===== src/rtl/serial_tx_pkg.sv =====
// serial_tx_pkg: shared definitions for the serial frame transmitter.
//   state_t           frame FSM encodings (2 bits)
//   LINE_IDLE/...     line levels driven on tx
//   DEF_*             default frame geometry
package serial_tx_pkg;

   typedef enum logic [1:0] {
      S_IDLE  = 2'd0,
      S_START = 2'd1,
      S_DATA  = 2'd2,
      S_STOP  = 2'd3
   } state_t;

   localparam logic LINE_IDLE = 1'b1;
   localparam logic START_BIT = 1'b0;
   localparam logic STOP_BIT  = 1'b1;

   localparam int DEF_DATA_W       = 8;
   localparam int DEF_CLKS_PER_BIT = 4;

endpackage


===== src/rtl/serial_tx_baud_tick.sv =====
// baud_tick: bit-period timer for serial_tx.
//   clk    in  clock
//   rst_n  in  async active-low reset
//   clear  in  hold the count at zero (no tick while asserted)
//   tick   out high in the last clock of each CLKS_PER_BIT period
// Counts 0..CLKS_PER_BIT-1 and wraps; the tick coincides with the wrap.
module baud_tick #(
   parameter int CLKS_PER_BIT = 4
) (
   input  logic clk,
   input  logic rst_n,
   input  logic clear,
   output logic tick
);

   localparam int CNT_W = $clog2(CLKS_PER_BIT) + 1;
   localparam logic [CNT_W-1:0] CNT_LAST = CNT_W'(CLKS_PER_BIT - 1);

   logic [CNT_W-1:0] cnt_q;
   logic [CNT_W-1:0] cnt_d;

   assign tick = (cnt_q == CNT_LAST) && !clear;

   always_comb begin
      cnt_d = cnt_q + CNT_W'(1);
      if (clear || tick) begin
         cnt_d = '0;
      end
   end

   always_ff @(posedge clk or negedge rst_n) begin
      if (!rst_n) begin
         cnt_q <= '0;
      end else begin
         cnt_q <= cnt_d;
      end
   end

endmodule


===== src/rtl/serial_tx.sv =====
// serial_tx: parallel-in, serial-out frame transmitter.
//   clk    in  clock
//   rst_n  in  async active-low reset
//   data   in  word to send, sampled on the accept edge
//   valid  in  word offered
//   ready  out idle, able to accept
//   tx     out serial line (registered, idle high)
//   busy   out frame in progress
//   done   out one-clock pulse after the stop bit
// Frame: start(0), DATA_W bits LSB first, stop(1), each CLKS_PER_BIT clocks.
//
//   state   | meaning
//   --------+---------------------------------------------
//   S_IDLE  | line high, ready; accept on valid
//   S_START | start bit on tx
//   S_DATA  | data bits on tx, LSB first
//   S_STOP  | stop bit on tx; done pulses on its last tick
module serial_tx
   import serial_tx_pkg::*;
#(
   parameter int DATA_W       = DEF_DATA_W,
   parameter int CLKS_PER_BIT = DEF_CLKS_PER_BIT
) (
   input  logic              clk,
   input  logic              rst_n,
   input  logic [DATA_W-1:0] data,
   input  logic              valid,
   output logic              ready,
   output logic              tx,
   output logic              busy,
   output logic              done
);

   localparam int BIT_W = $clog2(DATA_W) + 1;
   localparam logic [BIT_W-1:0] BIT_LAST = BIT_W'(DATA_W - 1);

   state_t            state_q,   state_d;
   logic [DATA_W-1:0] shift_q,   shift_d;
   logic [BIT_W-1:0]  bit_cnt_q, bit_cnt_d;
   logic              tx_q,      tx_d;
   logic              done_q,    done_d;
   logic              tick;

   // Holding the timer clear while idle means the accept edge always
   // starts the first bit period from zero.
   baud_tick #(
      .CLKS_PER_BIT(CLKS_PER_BIT)
   ) u_baud_tick (
      .clk  (clk),
      .rst_n(rst_n),
      .clear(state_q == S_IDLE),
      .tick (tick)
   );

   assign ready = (state_q == S_IDLE);
   assign busy  = !ready;
   assign tx    = tx_q;
   assign done  = done_q;

   // tx_d is the level for the next cycle, so it follows state_d.
   always_comb begin
      state_d   = state_q;
      shift_d   = shift_q;
      bit_cnt_d = bit_cnt_q;
      tx_d      = LINE_IDLE;
      done_d    = 1'b0;
      case (state_q)
         S_IDLE: begin
            if (valid) begin
               state_d   = S_START;
               shift_d   = data;
               bit_cnt_d = '0;
               tx_d      = START_BIT;
            end
         end
         S_START: begin
            tx_d = START_BIT;
            if (tick) begin
               state_d = S_DATA;
               tx_d    = shift_q[0];
            end
         end
         S_DATA: begin
            tx_d = shift_q[0];
            if (tick) begin
               shift_d   = shift_q >> 1;
               bit_cnt_d = bit_cnt_q + BIT_W'(1);
               tx_d      = shift_d[0];
               if (bit_cnt_q == BIT_LAST) begin
                  state_d = S_STOP;
                  tx_d    = STOP_BIT;
               end
            end
         end
         S_STOP: begin
            tx_d = STOP_BIT;
            if (tick) begin
               state_d = S_IDLE;
               done_d  = 1'b1;
            end
         end
         default: begin
            state_d = S_IDLE;
            tx_d    = LINE_IDLE;
         end
      endcase
   end

   always_ff @(posedge clk or negedge rst_n) begin
      if (!rst_n) begin
         state_q   <= S_IDLE;
         shift_q   <= '0;
         bit_cnt_q <= '0;
         tx_q      <= LINE_IDLE;
         done_q    <= 1'b0;
      end else begin
         state_q   <= state_d;
         shift_q   <= shift_d;
         bit_cnt_q <= bit_cnt_d;
         tx_q      <= tx_d;
         done_q    <= done_d;
      end
   end

endmodule


===== config.mk =====
export PLATFORM = sky130hd
export DESIGN_NAME = serial_tx
export DESIGN_NICKNAME = d
export VERILOG_FILES = /design/src/rtl/serial_tx_pkg.sv /design/src/rtl/serial_tx_baud_tick.sv /design/src/rtl/serial_tx.sv
export SDC_FILE = /design/constraint.sdc
export NUM_CORES = 1
export LEC_CHECK = 0
export ABC_AREA = 1
export CAP_MARGIN = 5
export CORE_ASPECT_RATIO = 1.75
export CORE_UTILIZATION = 35
export DETAILED_ROUTE_END_ITERATION = 10
export SYNTH_ARGS = -nofsm -noshare
export SYNTH_HDL_FRONTEND = slang
export SYNTH_SLANG_ARGS = --single-unit

===== constraint.sdc =====
create_clock -name clk -period 2.3 [get_ports clk]
set_input_delay 0.575 -clock clk [delete_from_list [all_inputs] [get_ports clk]]
set_output_delay 0.575 -clock clk [all_outputs]
set_load 0.02 [all_outputs]

# Word level (Yosys, flattened, before mapping)
# Index checks and enable logic that the tools add are counted.
[totals] reg_bits=19 in_bits=11 output_inout_bits=4 word_cells=45
[classes] addsub=2 eq_ne=10 n_mux=20 reduce_logical=7
[op_table] cell="8-bit 2-to-1 mux" count=2
[op_table] cell="8-bit one-hot mux with 2 select lines" count=1
[op_table] cell="2-bit 2-to-1 mux" count=5
[op_table] cell="4-bit 2-to-1 mux" count=2
[op_table] cell="2-bit one-hot mux with 4 select lines" count=1
[op_table] cell="4-bit one-hot mux with 2 select lines" count=1
[op_table] cell="1-bit 2-to-1 mux" count=6
[op_table] cell="2-bit by 1-bit != test with 1-bit output, second input constant" count=3
[op_table] cell="5-bit AND reduction" count=1
[op_table] cell="4-bit by 1-bit adder with 4-bit output, second input constant" count=1
[op_table] cell="2-bit equality test, second input constant" count=2
[op_table] cell="4-bit by 3-bit equality test with 1-bit output, second input constant" count=1
[op_table] cell="2-bit != test, second input constant" count=2
[op_table] cell="1-bit one-hot mux with 4 select lines" count=1
[op_table] cell="3-bit by 1-bit adder with 3-bit output, second input constant" count=1
[op_table] cell="3-bit by 2-bit equality test with 1-bit output, second input constant" count=1
[op_table] cell="3-bit 2-to-1 mux" count=1
[op_table] cell="3-bit AND reduction" count=1
[op_table] cell="2-bit by 1-bit equality test with 1-bit output, second input constant" count=1
[op_table] cell="2-bit logical NOT" count=1
[op_table] cell="2-bit nonzero test" count=1
[op_table] cell="1-bit logical AND" count=1
[op_table] cell="1-bit logical NOT" count=1
[op_table] cell="1-bit logical OR" count=1

# Longest topological paths before layout
[logic_depth] word_depth=5 ltp_mapped=10 depth_no_buf=10

# Hierarchy
# From an unflattened synthesis, not the netlist that was laid out.
[unflattened] hier_cells=123 hier_area_um2=1018.5
[modules_own_cells] module="serial_tx" n_inst=1 cells_per_inst=109 area_each_um2=882.1 seq_area_each_um2=401.6
[modules_own_cells] module="baud_tick" n_inst=1 cells_per_inst=14 area_each_um2=136.4 seq_area_each_um2=75.1

# Worst setup path after synthesis
# Ideal clock, no wire load.
[synth_path] kind="reg2reg" start="register state_q[0]" end="register shift_q[1]" setup_time_ps=122 arrival_ps=1466 required_ps=2178 slack_ps=712 stages_incl_launch_ff=10 path_buffers=1 synth_period_minus_slack_ps=1588 path_cell_list="dfrtp_1 -> inv_1 -> ha_1 -> inv_4 -> nand2_4 -> a21oi_4 -> nand2_2 -> buf_6 -> nand2_1 -> o21ai_2"
[synth_via] elab_chain_cells=5 word_cells_on_any_way=9 classes_between="eq/ne (3); mux (1); reduce/logical (5)"
[synth_lines] item="start, declared" line_no="serial_tx.sv:37" rtl="state_t state_q, state_d;"
[synth_lines] item="start signal, assigned" line_no="serial_tx.sv:117" rtl="state_q <= state_d;"
[synth_lines] item="2-bit logical NOT"
[synth_lines] item="via ready" line_no="serial_tx.sv:28" rtl="output logic ready,"
[synth_lines] item="1-bit logical NOT"
[synth_lines] item="via busy" line_no="serial_tx.sv:30" rtl="output logic busy,"
[synth_lines] item="1-bit logical AND" line_no="serial_tx_baud_tick.sv:22" rtl="assign tick = (cnt_q == CNT_LAST) && !clear;"
[synth_lines] item="2-bit by 1-bit != test with 1-bit output (no line)"
[synth_lines] item="3-bit AND reduction (no line)"
[synth_lines] item="end signal, assigned" line_no="serial_tx.sv:118" rtl="shift_q <= shift_d;"
[synth_lines] item="end, declared" line_no="serial_tx.sv:38" rtl="logic [DATA_W-1:0] shift_q, shift_d;"
# The timed path passes the listed nets, and every way through them passes these cells.
# A chain may end at the register's enable or synchronous reset.

# Worst setup path after layout
[layout_path] start="register state_q[1]" end="output ready"
[layout_via] elab_chain_cells=1
[layout_lines] item="2-bit logical NOT" line_no="serial_tx.sv:55" rtl="assign ready = (state_q == S_IDLE);"
[layout_lines] item="end, declared" line_no="serial_tx.sv:28"
# No other way between the ends.

==> results.sh <==
export IMPL_outcome="complete, no violations"
export IMPL_cts_buffers=3
export IMPL_finalCriticalPeriod_ns=2.19
export IMPL_die_w_um=43.3
export IMPL_p_leak_uw=0.000603
export IMPL_root_buffer="clkbuf_8"
export IMPL_gr_usage_all_layers_pct=13.7
export IMPL_via_per_inst=4.93
export IMPL_drc=0
export IMPL_dieArea_mm2=0.00321
export IMPL_gp_congestion=0.772
export IMPL_clock_sinks=19
export IMPL_placed_cell_area_mm2=0.00120
export IMPL_io_pins=15
export IMPL_grt_ovfl_total=0
export IMPL_start_util_pct=37.9
export IMPL_rows=25
export IMPL_syn_area_per_cell_um2=9.57
export IMPL_max_stage_delay_ns=0.63
export IMPL_worst_pin_slew_ns=0.505
export IMPL_cts_tree="done"
export IMPL_clkPwrFrac_pct=14.1
export IMPL_clk_latency_ns=0.25
export IMPL_swShare_pct=42.8
export IMPL_finalCritPeriodShare_pct=95.4
export IMPL_required_ns=1.73
export IMPL_h_tree_depth=1
export IMPL_wl_per_cell_um=12.2
export IMPL_ir_worst_vdd_mv=0.998
export IMPL_ys_types=20
export IMPL_cts_setup_buffers=0
export IMPL_cp_buffers_inverters=2
export IMPL_grt_max_degree=22
export IMPL_coreArea_mm2=0.00275
export IMPL_area_growth_syn_to_layout_pct=19.8
export IMPL_path_clk_slew_ns=0.07
export IMPL_die_h_um=74.2
export IMPL_p_seq_share_pct=33.7
export IMPL_fin_skew_ns=0.000391
export IMPL_cp_arrival_ns=1.62
export IMPL_hpwl_um=1440
export IMPL_hp_class="reg2reg"
export IMPL_seq_area_frac_synth_pct=45.7
export IMPL_finalInstanceArea_mm2=0.00125
export IMPL_max_freq_ghz=0.456
export IMPL_crit_type="reg2out"
export IMPL_crit_path_end_kind="output port"
export IMPL_reg2reg_slack_ns=0.54
export IMPL_drt_first_pass_iters=4
export IMPL_io_buffers=14
export IMPL_grt_pass1_wl_um=3270
export IMPL_path_max_fanout=4
export IMPL_cp_start_kind="register"
export IMPL_antenna_cells=0
export IMPL_setup_tns_ns=0
export IMPL_ant_nets=0
export IMPL_synth_cell_area_mm2=0.00104
export IMPL_crit_slowest_cell="clkdlybuf4s50_1"
export IMPL_rsz0062_at_grt="false"
export IMPL_drtIter0Drc=18
export IMPL_antenna_found_initial=0
export IMPL_power_switching_uw=694
export IMPL_final_nets=145
export IMPL_setup_viol=0
export IMPL_syn_inst=109
export IMPL_seq_area_um2=477
export IMPL_cap_violations=0
export IMPL_slew_headroom_pct=66.2
export IMPL_path_cells="inv_1 -> ha_1 -> clkdlybuf4s50_1"
export IMPL_power_uw=1620
export IMPL_synth_seq_cells=19
export IMPL_fill_cells=275
export IMPL_intPower_uw=927
export IMPL_multi_input_area_um2=497
export IMPL_syn_nets=127
export IMPL_setup_slack_ns=0.107
export IMPL_wl_um=1860
export IMPL_route_vias_total=755
export IMPL_grt_pass1_vias=788
export IMPL_yosys_warnings=0
export IMPL_clockBufferDepth=2
export IMPL_finalHoldViolations=0
export IMPL_final_cells=153
export IMPL_pwr_share_comb_pct=52.2
export IMPL_powerDensity_mw_per_mm2=1300
export IMPL_pre_cts_ws_ns=0.307
export IMPL_drv_slew=0
export IMPL_layout_drive_gt1_share_pct=18.3
export IMPL_cpLargestDelayFamily="buffers and inverters"
export IMPL_placed_cells=149
what timing repair did:
item,4_1_cts,5_1_grt
hold buffers,0,0
endpoints found under the hold margin,0,0
resized for setup,0,1
setup endpoints to repair,0,1
cells in the mapped netlist:
cell / n / area, um2
buf_6: 2 / 22.5
o21a_1: 1 / 7.51
nor2_1: 5 / 18.8
nand2_2: 1 / 6.26
inv_1: 9 / 33.8
dfstp_2: 1 / 26.3
nand3_1: 8 / 40.0
inv_4: 1 / 6.26
mux2i_1: 7 / 70.1
dfrtp_1: 18 / 450
or2_2: 2 / 12.5
buf_4: 1 / 7.51
nor2_2: 1 / 6.26
nand4_1: 3 / 18.8
nand2_4: 1 / 11.3
o21ai_0: 1 / 5.00
ha_1: 7 / 87.6
nand2_1: 29 / 109
a21oi_4: 1 / 16.3
o21ai_2: 10 / 87.6
kinds of logic after synthesis:
logic type               Yosys count  share of synthesized area (%)
multiplexers                       7                           6.71
flip-flops                        19                           45.7
adder cells (fa/ha/maj)            7                           8.39
AO/OA/AOI/OAI                     13                           11.2
buffers and inverters             13                           6.71
AND/OR/NAND/NOR                   50                           21.3
worst register-to-register path, delay by kind of cell (launching register included):
family	cells	cell delay, ns
flip-flops	1	0.39
buffers and inverters	2	0.19
AND/OR/NAND/NOR	3	0.56
AO/OA/AOI/OAI	2	0.25
adder cells (fa/ha/maj)	1	0.25
worst paths after layout:
| path | start | endpoint | cells after the start |
|---|---|---|---|
| worst max-delay path | state_q[1] | ready | 3 |
| worst min-delay path | u_baud_tick.cnt_q[0] | u_baud_tick.cnt_q[0] | 1 |
| worst max register to register | state_q[0] | bit_cnt_q[2] | 8 |
| worst min register to register | u_baud_tick.cnt_q[0] | u_baud_tick.cnt_q[0] | 1 |
| max in group asynchronous | rst_n | u_baud_tick.cnt_q[0] | 2 |
| min in group asynchronous | rst_n | shift_q[1] | 1 |
cells in the final DEF (no fill, tap or decap):
master	count
o21a_1	1
inv_4	1
nand2_2	1
nand3_1	8
nand2_1	29
clkbuf_1	1
ha_1	7
nor2_1	5
nand2_4	1
inv_1	9
dlymetal6s2s_1	1
clkbuf_8	3
buf_4	2
nor2_2	1
dfrtp_1	18
nand4_1	3
o21ai_2	10
o21ai_0	1
mux2i_1	7
a21oi_4	1
or2_2	2
dfstp_2	1
clkdlybuf4s50_1	13
layer usage:
| metal | vias up | wire length (um) | global-route usage (%) |
|---|---|---|---|
| met5 | - | 0 | 0 |
| met4 | 0 | 48 | 7.07 |
| met3 | 5 | 73 | 2.43 |
| met2 | 13 | 939 | 24.4 |
| met1 | 351 | 797 | 15.1 |
| li1 | 386 | - | - |
registers in the layout, indices dropped and copies added, names as in the netlist:
| register | count |
|---|---|
| tx | 1 |
| done | 1 |
| u_baud_tick.cnt_q | 3 |
| state_q | 2 |
| bit_cnt_q | 4 |
| shift_q | 8 |
power groups by stage:
stage / Clock, uW / Combinational, uW / Sequential (uW)
floorplan: 0 / 710 / 547
global placement: 0 / 838 / 547
detailed placement: 0 / 856 / 553
CTS: 238 / 862 / 546
global route: 246 / 960 / 560
finish: 229 / 846 / 546
stage by stage:
stage	util, %	hold WS, ns
floorplan	-	0.279
CTS	45.3	0.442
detailed placement	43.7	0.432
global placement	43.7	0.419
finish	45.4	0.433
global route	45.4	0.467
layout make-up:
cell class | instances | share of cell area, %
clock buffer | 4 | 3.60
inverter | 10 | 3.20
multi-input combinational | 77 | 39.7
sequential | 19 | 38.1
tap | 27 | 2.70
timing repair buffer | 16 | 12.6
No activity file was read; power rests on OpenSTA's default activity.
